==> src/rtl/mem_arbiter_if.sv <==
// Bundle of I-cache, D-cache and shared-memory signals around the two-port memory arbiter.
// slave is the arbiter's view; master is the view of the caches plus memory combined.
interface mem_arbiter_if;
  logic         I_mem_read;
  logic         I_mem_write;
  logic [27:0]  I_mem_addr;
  logic [127:0] I_mem_wdata;
  logic         I_mem_ready;
  logic [127:0] I_mem_rdata;

  logic         D_mem_read;
  logic         D_mem_write;
  logic [27:0]  D_mem_addr;
  logic [127:0] D_mem_wdata;
  logic         D_mem_ready;
  logic [127:0] D_mem_rdata;

  logic         mem_read;
  logic         mem_write;
  logic [27:0]  mem_addr;
  logic [127:0] mem_wdata;
  logic         mem_ready;
  logic [127:0] mem_rdata;

  logic [1:0]   grant;

  modport slave (
    input  I_mem_read, I_mem_write, I_mem_addr, I_mem_wdata,
    output I_mem_ready, I_mem_rdata,
    input  D_mem_read, D_mem_write, D_mem_addr, D_mem_wdata,
    output D_mem_ready, D_mem_rdata,
    output mem_read, mem_write, mem_addr, mem_wdata,
    input  mem_ready, mem_rdata,
    output grant
  );

  modport master (
    output I_mem_read, I_mem_write, I_mem_addr, I_mem_wdata,
    input  I_mem_ready, I_mem_rdata,
    output D_mem_read, D_mem_write, D_mem_addr, D_mem_wdata,
    input  D_mem_ready, D_mem_rdata,
    input  mem_read, mem_write, mem_addr, mem_wdata,
    output mem_ready, mem_rdata,
    input  grant
  );
endinterface

==> src/rtl/mem_arbiter.sv <==
// Two-port (I-cache / D-cache) arbiter onto a single block memory.
// Round-robin on ties, one transaction at a time, all outputs registered.
module mem_arbiter (
  input  logic         clk,
  input  logic         rst,
  mem_arbiter_if.slave bus
);

  typedef enum logic [2:0] {
    StIdle,
    StServeI,
    StServeD,
    StDoneI,
    StDoneD
  } state_e;

  state_e       state_q, state_d;
  logic         last_d_q, last_d_d;  // 1: D was granted most recently
  logic [1:0]   grant_q, grant_d;
  logic         mem_read_q, mem_read_d;
  logic         mem_write_q, mem_write_d;
  logic [27:0]  mem_addr_q, mem_addr_d;
  logic [127:0] mem_wdata_q, mem_wdata_d;
  logic         i_ready_q, i_ready_d;
  logic [127:0] i_rdata_q, i_rdata_d;
  logic         d_ready_q, d_ready_d;
  logic [127:0] d_rdata_q, d_rdata_d;

  logic req_i, req_d;
  assign req_i = bus.I_mem_read | bus.I_mem_write;
  assign req_d = bus.D_mem_read | bus.D_mem_write;

  always_comb begin
    state_d     = state_q;
    last_d_d    = last_d_q;
    grant_d     = grant_q;
    mem_read_d  = mem_read_q;
    mem_write_d = mem_write_q;
    mem_addr_d  = mem_addr_q;
    mem_wdata_d = mem_wdata_q;
    i_ready_d   = 1'b0;
    i_rdata_d   = i_rdata_q;
    d_ready_d   = 1'b0;
    d_rdata_d   = d_rdata_q;

    unique case (state_q)
      StIdle: begin
        // D wins a tie unless it was the last owner; write beats read.
        if (req_d && (!req_i || !last_d_q)) begin
          state_d     = StServeD;
          grant_d     = 2'b10;
          last_d_d    = 1'b1;
          mem_write_d = bus.D_mem_write;
          mem_read_d  = bus.D_mem_read & ~bus.D_mem_write;
          mem_addr_d  = bus.D_mem_addr;
          mem_wdata_d = bus.D_mem_wdata;
        end else if (req_i) begin
          state_d     = StServeI;
          grant_d     = 2'b01;
          last_d_d    = 1'b0;
          mem_write_d = bus.I_mem_write;
          mem_read_d  = bus.I_mem_read & ~bus.I_mem_write;
          mem_addr_d  = bus.I_mem_addr;
          mem_wdata_d = bus.I_mem_wdata;
        end
      end
      StServeI: begin
        if (bus.mem_ready) begin
          mem_read_d  = 1'b0;
          mem_write_d = 1'b0;
          if (mem_read_q) i_rdata_d = bus.mem_rdata;
          i_ready_d   = 1'b1;
          state_d     = StDoneI;
        end
      end
      StServeD: begin
        if (bus.mem_ready) begin
          mem_read_d  = 1'b0;
          mem_write_d = 1'b0;
          if (mem_read_q) d_rdata_d = bus.mem_rdata;
          d_ready_d   = 1'b1;
          state_d     = StDoneD;
        end
      end
      StDoneI, StDoneD: begin
        state_d = StIdle;
        grant_d = 2'b00;
      end
      default: begin
        state_d = StIdle;
        grant_d = 2'b00;
      end
    endcase
  end

  always_ff @(posedge clk or posedge rst) begin
    if (rst) begin
      state_q     <= StIdle;
      last_d_q    <= 1'b0;
      grant_q     <= 2'b00;
      mem_read_q  <= 1'b0;
      mem_write_q <= 1'b0;
      mem_addr_q  <= '0;
      mem_wdata_q <= '0;
      i_ready_q   <= 1'b0;
      i_rdata_q   <= '0;
      d_ready_q   <= 1'b0;
      d_rdata_q   <= '0;
    end else begin
      state_q     <= state_d;
      last_d_q    <= last_d_d;
      grant_q     <= grant_d;
      mem_read_q  <= mem_read_d;
      mem_write_q <= mem_write_d;
      mem_addr_q  <= mem_addr_d;
      mem_wdata_q <= mem_wdata_d;
      i_ready_q   <= i_ready_d;
      i_rdata_q   <= i_rdata_d;
      d_ready_q   <= d_ready_d;
      d_rdata_q   <= d_rdata_d;
    end
  end

  assign bus.grant       = grant_q;
  assign bus.mem_read    = mem_read_q;
  assign bus.mem_write   = mem_write_q;
  assign bus.mem_addr    = mem_addr_q;
  assign bus.mem_wdata   = mem_wdata_q;
  assign bus.I_mem_ready = i_ready_q;
  assign bus.I_mem_rdata = i_rdata_q;
  assign bus.D_mem_ready = d_ready_q;
  assign bus.D_mem_rdata = d_rdata_q;

endmodule
==> src/flat_wrapper.sv <==
// flat-port wrapper written by rule: the top's interface ports become plain ports
module mem_arbiter_flat 
  (clk, rst, bus_I_mem_read, bus_I_mem_write, bus_I_mem_addr, bus_I_mem_wdata, bus_I_mem_ready, bus_I_mem_rdata, bus_D_mem_read, bus_D_mem_write, bus_D_mem_addr, bus_D_mem_wdata, bus_D_mem_ready, bus_D_mem_rdata, bus_mem_read, bus_mem_write, bus_mem_addr, bus_mem_wdata, bus_mem_ready, bus_mem_rdata, bus_grant);
  mem_arbiter_if bus_i ();
  input  logic clk;
  input  logic rst;
  input wire logic [$bits(bus_i.I_mem_read)-1:0] bus_I_mem_read;
  input wire logic [$bits(bus_i.I_mem_write)-1:0] bus_I_mem_write;
  input wire logic [$bits(bus_i.I_mem_addr)-1:0] bus_I_mem_addr;
  input wire logic [$bits(bus_i.I_mem_wdata)-1:0] bus_I_mem_wdata;
  output wire logic [$bits(bus_i.I_mem_ready)-1:0] bus_I_mem_ready;
  output wire logic [$bits(bus_i.I_mem_rdata)-1:0] bus_I_mem_rdata;
  input wire logic [$bits(bus_i.D_mem_read)-1:0] bus_D_mem_read;
  input wire logic [$bits(bus_i.D_mem_write)-1:0] bus_D_mem_write;
  input wire logic [$bits(bus_i.D_mem_addr)-1:0] bus_D_mem_addr;
  input wire logic [$bits(bus_i.D_mem_wdata)-1:0] bus_D_mem_wdata;
  output wire logic [$bits(bus_i.D_mem_ready)-1:0] bus_D_mem_ready;
  output wire logic [$bits(bus_i.D_mem_rdata)-1:0] bus_D_mem_rdata;
  output wire logic [$bits(bus_i.mem_read)-1:0] bus_mem_read;
  output wire logic [$bits(bus_i.mem_write)-1:0] bus_mem_write;
  output wire logic [$bits(bus_i.mem_addr)-1:0] bus_mem_addr;
  output wire logic [$bits(bus_i.mem_wdata)-1:0] bus_mem_wdata;
  input wire logic [$bits(bus_i.mem_ready)-1:0] bus_mem_ready;
  input wire logic [$bits(bus_i.mem_rdata)-1:0] bus_mem_rdata;
  output wire logic [$bits(bus_i.grant)-1:0] bus_grant;
  assign bus_i.I_mem_read = bus_I_mem_read;
  assign bus_i.I_mem_write = bus_I_mem_write;
  assign bus_i.I_mem_addr = bus_I_mem_addr;
  assign bus_i.I_mem_wdata = bus_I_mem_wdata;
  assign bus_I_mem_ready = bus_i.I_mem_ready;
  assign bus_I_mem_rdata = bus_i.I_mem_rdata;
  assign bus_i.D_mem_read = bus_D_mem_read;
  assign bus_i.D_mem_write = bus_D_mem_write;
  assign bus_i.D_mem_addr = bus_D_mem_addr;
  assign bus_i.D_mem_wdata = bus_D_mem_wdata;
  assign bus_D_mem_ready = bus_i.D_mem_ready;
  assign bus_D_mem_rdata = bus_i.D_mem_rdata;
  assign bus_mem_read = bus_i.mem_read;
  assign bus_mem_write = bus_i.mem_write;
  assign bus_mem_addr = bus_i.mem_addr;
  assign bus_mem_wdata = bus_i.mem_wdata;
  assign bus_i.mem_ready = bus_mem_ready;
  assign bus_i.mem_rdata = bus_mem_rdata;
  assign bus_grant = bus_i.grant;
  mem_arbiter u_core (.clk(clk), .rst(rst), .bus(bus_i));
endmodule
==> config.mk <==
export PLATFORM = sky130hd
export DESIGN_NAME = mem_arbiter_flat
export DESIGN_NICKNAME = d
export VERILOG_FILES = /design/src/rtl/mem_arbiter_if.sv /design/src/rtl/mem_arbiter.sv /design/src/flat_wrapper.sv
export SDC_FILE = /design/constraint.sdc
export NUM_CORES = 1
export LEC_CHECK = 0
export ABC_CLOCK_PERIOD_IN_PS = 36500
export BUFFER_PORTS_ARGS = -buffer_cell sky130_fd_sc_hd__clkbuf_2
export CAP_MARGIN = 20
export CORE_AREA = 2 2 335 337
export DETAILED_ROUTE_END_ITERATION = 7
export DIE_AREA = 0 0 337 339
export GPL_TIMING_DRIVEN = 0
export PLACE_DENSITY = 0.31
export SETUP_SLACK_MARGIN = 0.15
export SYNTH_ARGS = -nofsm -noshare
export SYNTH_HDL_FRONTEND = slang
export SYNTH_SLANG_ARGS = --single-unit
==> constraint.sdc <==
create_clock -name clk -period 36.5 [get_ports clk]
set_input_delay 9.125 -clock clk [delete_from_list [all_inputs] [get_ports clk]]
set_output_delay 9.125 -clock clk [all_outputs]
set_load 0.005 [all_outputs]
==> results.md <==
- Final min period: 11.31 ns
- TritonCTS clock tree: done
- Core Box Area: 110000 µm²
- Area Overhead vs Synth: 45.6%
- Grt total ovfl: 0
- Cell total after placement: 3858
- WP data arrival: 11.86 ns
- Async set or reset register ratio after synthesis: 100%
- GP Congestion: 0.855
- Syn Inst Count: 1502
- Reg clk slew, reported paths: 0.06 ns
- Synth Area in Adders: 0%
- CTS-repair resized insts: 0
- Synthesized area per cell: 11.9 µm²
- Initial antenna violation count: 20
- Slew HR: 27.9%
- Crit path required time: 37.06 ns
- Die H: 339 µm
- IO Pins: 865
- Largest family of logic cells by synthesized area: multiplexers
- NetSw: 0.887 mW
- Mapped cell area: 17800 µm²
- Crit. End Element: register
- P_int: 1.45 mW
- Routed WL per cell: 23.3 µm
- Worst hold path type: register to register
- Leakage: 11.9 nW
- Most frequent cells in the layout: clkbuf_2 (864), dfrtp_1 (422), mux2_2 (256), nand3_1 (158), a21oi_1 (157)
- Final worst slack: 25.19 ns
- Hold buffer count at cts: 0
- Initial core utilization: 16.2%
- Syn Nets: 1949
- Register area share after synthesis: 59.2%
- DP Worst Slack: 24.39 ns
- Unrepaired setup endpoints after global routing: false
- Main synth FF type: dfrtp_1
- Vias per Instance: 4.17
- # rows: 122
- Worst-margin pin slew: 1.08 ns
- Crit path launch type: primary input
- # DRC: 0
- Final hold vios: 0
- Root buffer cell: clkbuf_16
- TritonCTS Sinks: 422
- Sequential power share: 35.9%
- Max_cap viols: 0
- Clock Tree Buf Depth: 3
- TNS Setup: 0 ns
- Die width: 337 µm
- Simple-Gate Fraction of Synth Area: 5.10%
- Area of the multi-input gates: 6530 µm²
- Ys Warns: 0
- Post-CTS setup buffer count: 0
- CP max FO: 10
- FF+latch area: 10600 µm²
- Commonest non-fill, non-tap cell in the layout: clkbuf_2
- Post-synthesis xor/xnor area fraction: 0.0491%
- Combinational power share: 40.8%
- Clk network pwr share: 23.3%
- EDFF count, synth: 0
- Post-Layout Cell Count: 3961
- Crit Path Category: primary input to register
- Vias in the first global route: 17800
- Setup violators final: 0
- Status: finished clean
- Post-route antenna net violation count: 0
- # port buffers: 864
- Drt total wl: 92400 µm
- H-tree Lvls: 2
- Largest net degree at the start of global routing: 119
- Fin nets: 2875
- Count of cell types in the netlist: 34
- Compound-cell area share of the yosys netlist: 15.3%
- Synth Register Bits: 422
- DR iter-0 viols: 677
- Worst vdd ir: 0.0337 mV
- Post-synthesis mux area share: 16.2%
- Layout cells sized above 1: 51.3%
- Cts bufs inserted: 55
- Clock Skews: 0.0215 ns
- DIE AREA: 114000 µm²
- FMAX: 88.4 MHz
- Period utilisation layout: 31.0%
- Filler cells: 12100
- Sw Share: 38.0%
- GR Util All Layers: 15.6%
- Pwr/cell area: 90.0 nW/µm²
- Vias: 16500
- HPWL after DPL: 74000 µm
- First-pass GRT wire length: 131000 µm
- Clock latency on the worst-skew pair: 0.64 ns
- Pins Over Slew Limit: 0
- DRT Pass-1 Iters: 5
[Yosys cell counts (2+ instances only)]
cell type	instances	share of area, %
dfrtp_1	422	59
mux2_2	256	16
nand3_1	158	4.4
a21oi_1	157	4.4
o21ai_0	155	4.4
a31oi_1	147	5.2
clkbuf_1	98	2.1
buf_2	30	0.84
buf_6	15	0.95
a31oi_2	10	0.70
buf_1	10	0.21
nor2_1	7	0.15
o21ai_1	7	0.20
nand2_1	4	0.084
inv_1	3	0.063
nand2b_1	3	0.11
o21bai_1	2	0.084
o311ai_0	2	0.098
[metrics by stage]
step / instance area [µm²] / power (mW) / util, % / hold slack [ns]
detailed placement: 24100 / 1.83 / 21.9 / 0.495
floorplan: 17800 / 1.28 / - / 0.505
CTS: 25900 / 2.39 / 23.5 / 0.508
global route: 25900 / 2.50 / 23.5 / 0.513
finish: 26000 / 2.34 / 23.5 / 0.504
global placement: 24000 / 1.82 / 21.8 / 0.489
[metal layers]
| layer | up-vias | wire [µm] | track usage [%] |
|---|---|---|---|
| met2 | 674 | 48500 | 29.0 |
| met3 | 123 | 8010 | 5.24 |
| met1 | 8322 | 34000 | 16.8 |
| met4 | 16 | 1810 | 3.92 |
| met5 | - | 103 | 0 |
| li1 | 7402 | - | - |
[sequential cells by signal, indices dropped and copies added (netlist names)]
register / count
u_core.bus.D_mem_rdata: 128
u_core.bus.I_mem_rdata: 128
u_core.bus.mem_wdata: 128
u_core.bus.mem_addr: 28
u_core.state_q: 3
u_core.bus.grant: 2
u_core.bus.D_mem_ready: 1
u_core.bus.I_mem_ready: 1
u_core.bus.mem_read: 1
u_core.bus.mem_write: 1
u_core.last_d_q: 1
[critical path, cell delays in order]
cell and delay, ns:
clkbuf_2 0.14, or2_2 0.12, clkbuf_1 0.47, clkbuf_1 0.67, buf_1 0.84, nand3_1 0.26, a31oi_1 0.23
[cell families after synthesis]
logic type | after synthesis
simple gates | 180
flops | 422
compound gates | 487
buf+inv | 156
mux | 256
xor+xnor | 1
[final timing paths]
| kind | slack [ns] | depth (start not counted) | endpoint | start |
|---|---|---|---|---|
| worst max register to register | 33.03 | 6 | u_core.bus.mem_addr[4] | u_core.state_q[0] |
| worst min-delay path | 0.50 | 1 | u_core.bus.I_mem_rdata[15] | u_core.bus.I_mem_rdata[15] |
| worst max-delay path | 25.19 | 7 | u_core.bus.mem_wdata[127] | bus_D_mem_write |
| min in group asynchronous | 8.53 | 2 | u_core.bus.D_mem_rdata[47] | rst |
| worst min register to register | 0.50 | 1 | u_core.bus.I_mem_rdata[15] | u_core.bus.I_mem_rdata[15] |
| max in group asynchronous | 26.44 | 4 | u_core.bus.mem_wdata[99] | rst |
[cell type report]
cell class,instances,area share (%)
Antenna cell,6,0.0579
Buffer,153,2.79
Clock buffer,82,6.28
Clock inverter,14,0.627
Inverter,3,0.0723
Multi-Input combinational cell,924,25.2
Sequential cell,422,40.7
Tap cell,1488,7.17
Timing Repair Buffer,869,17.1
[power by group through the flow]
| stage | Combinational (mW) | Clock, mW | Sequential, mW |
|---|---|---|---|
| final | 0.954 | 0.544 | 0.838 |
| after global routing | 1.05 | 0.585 | 0.870 |
| after CTS | 0.980 | 0.568 | 0.842 |
| after detailed placement | 0.980 | 0 | 0.848 |
| after global placement | 0.973 | 0 | 0.843 |
| after floorplan | 0.439 | 0 | 0.844 |
No activity file was read; power rests on OpenSTA's default activity.
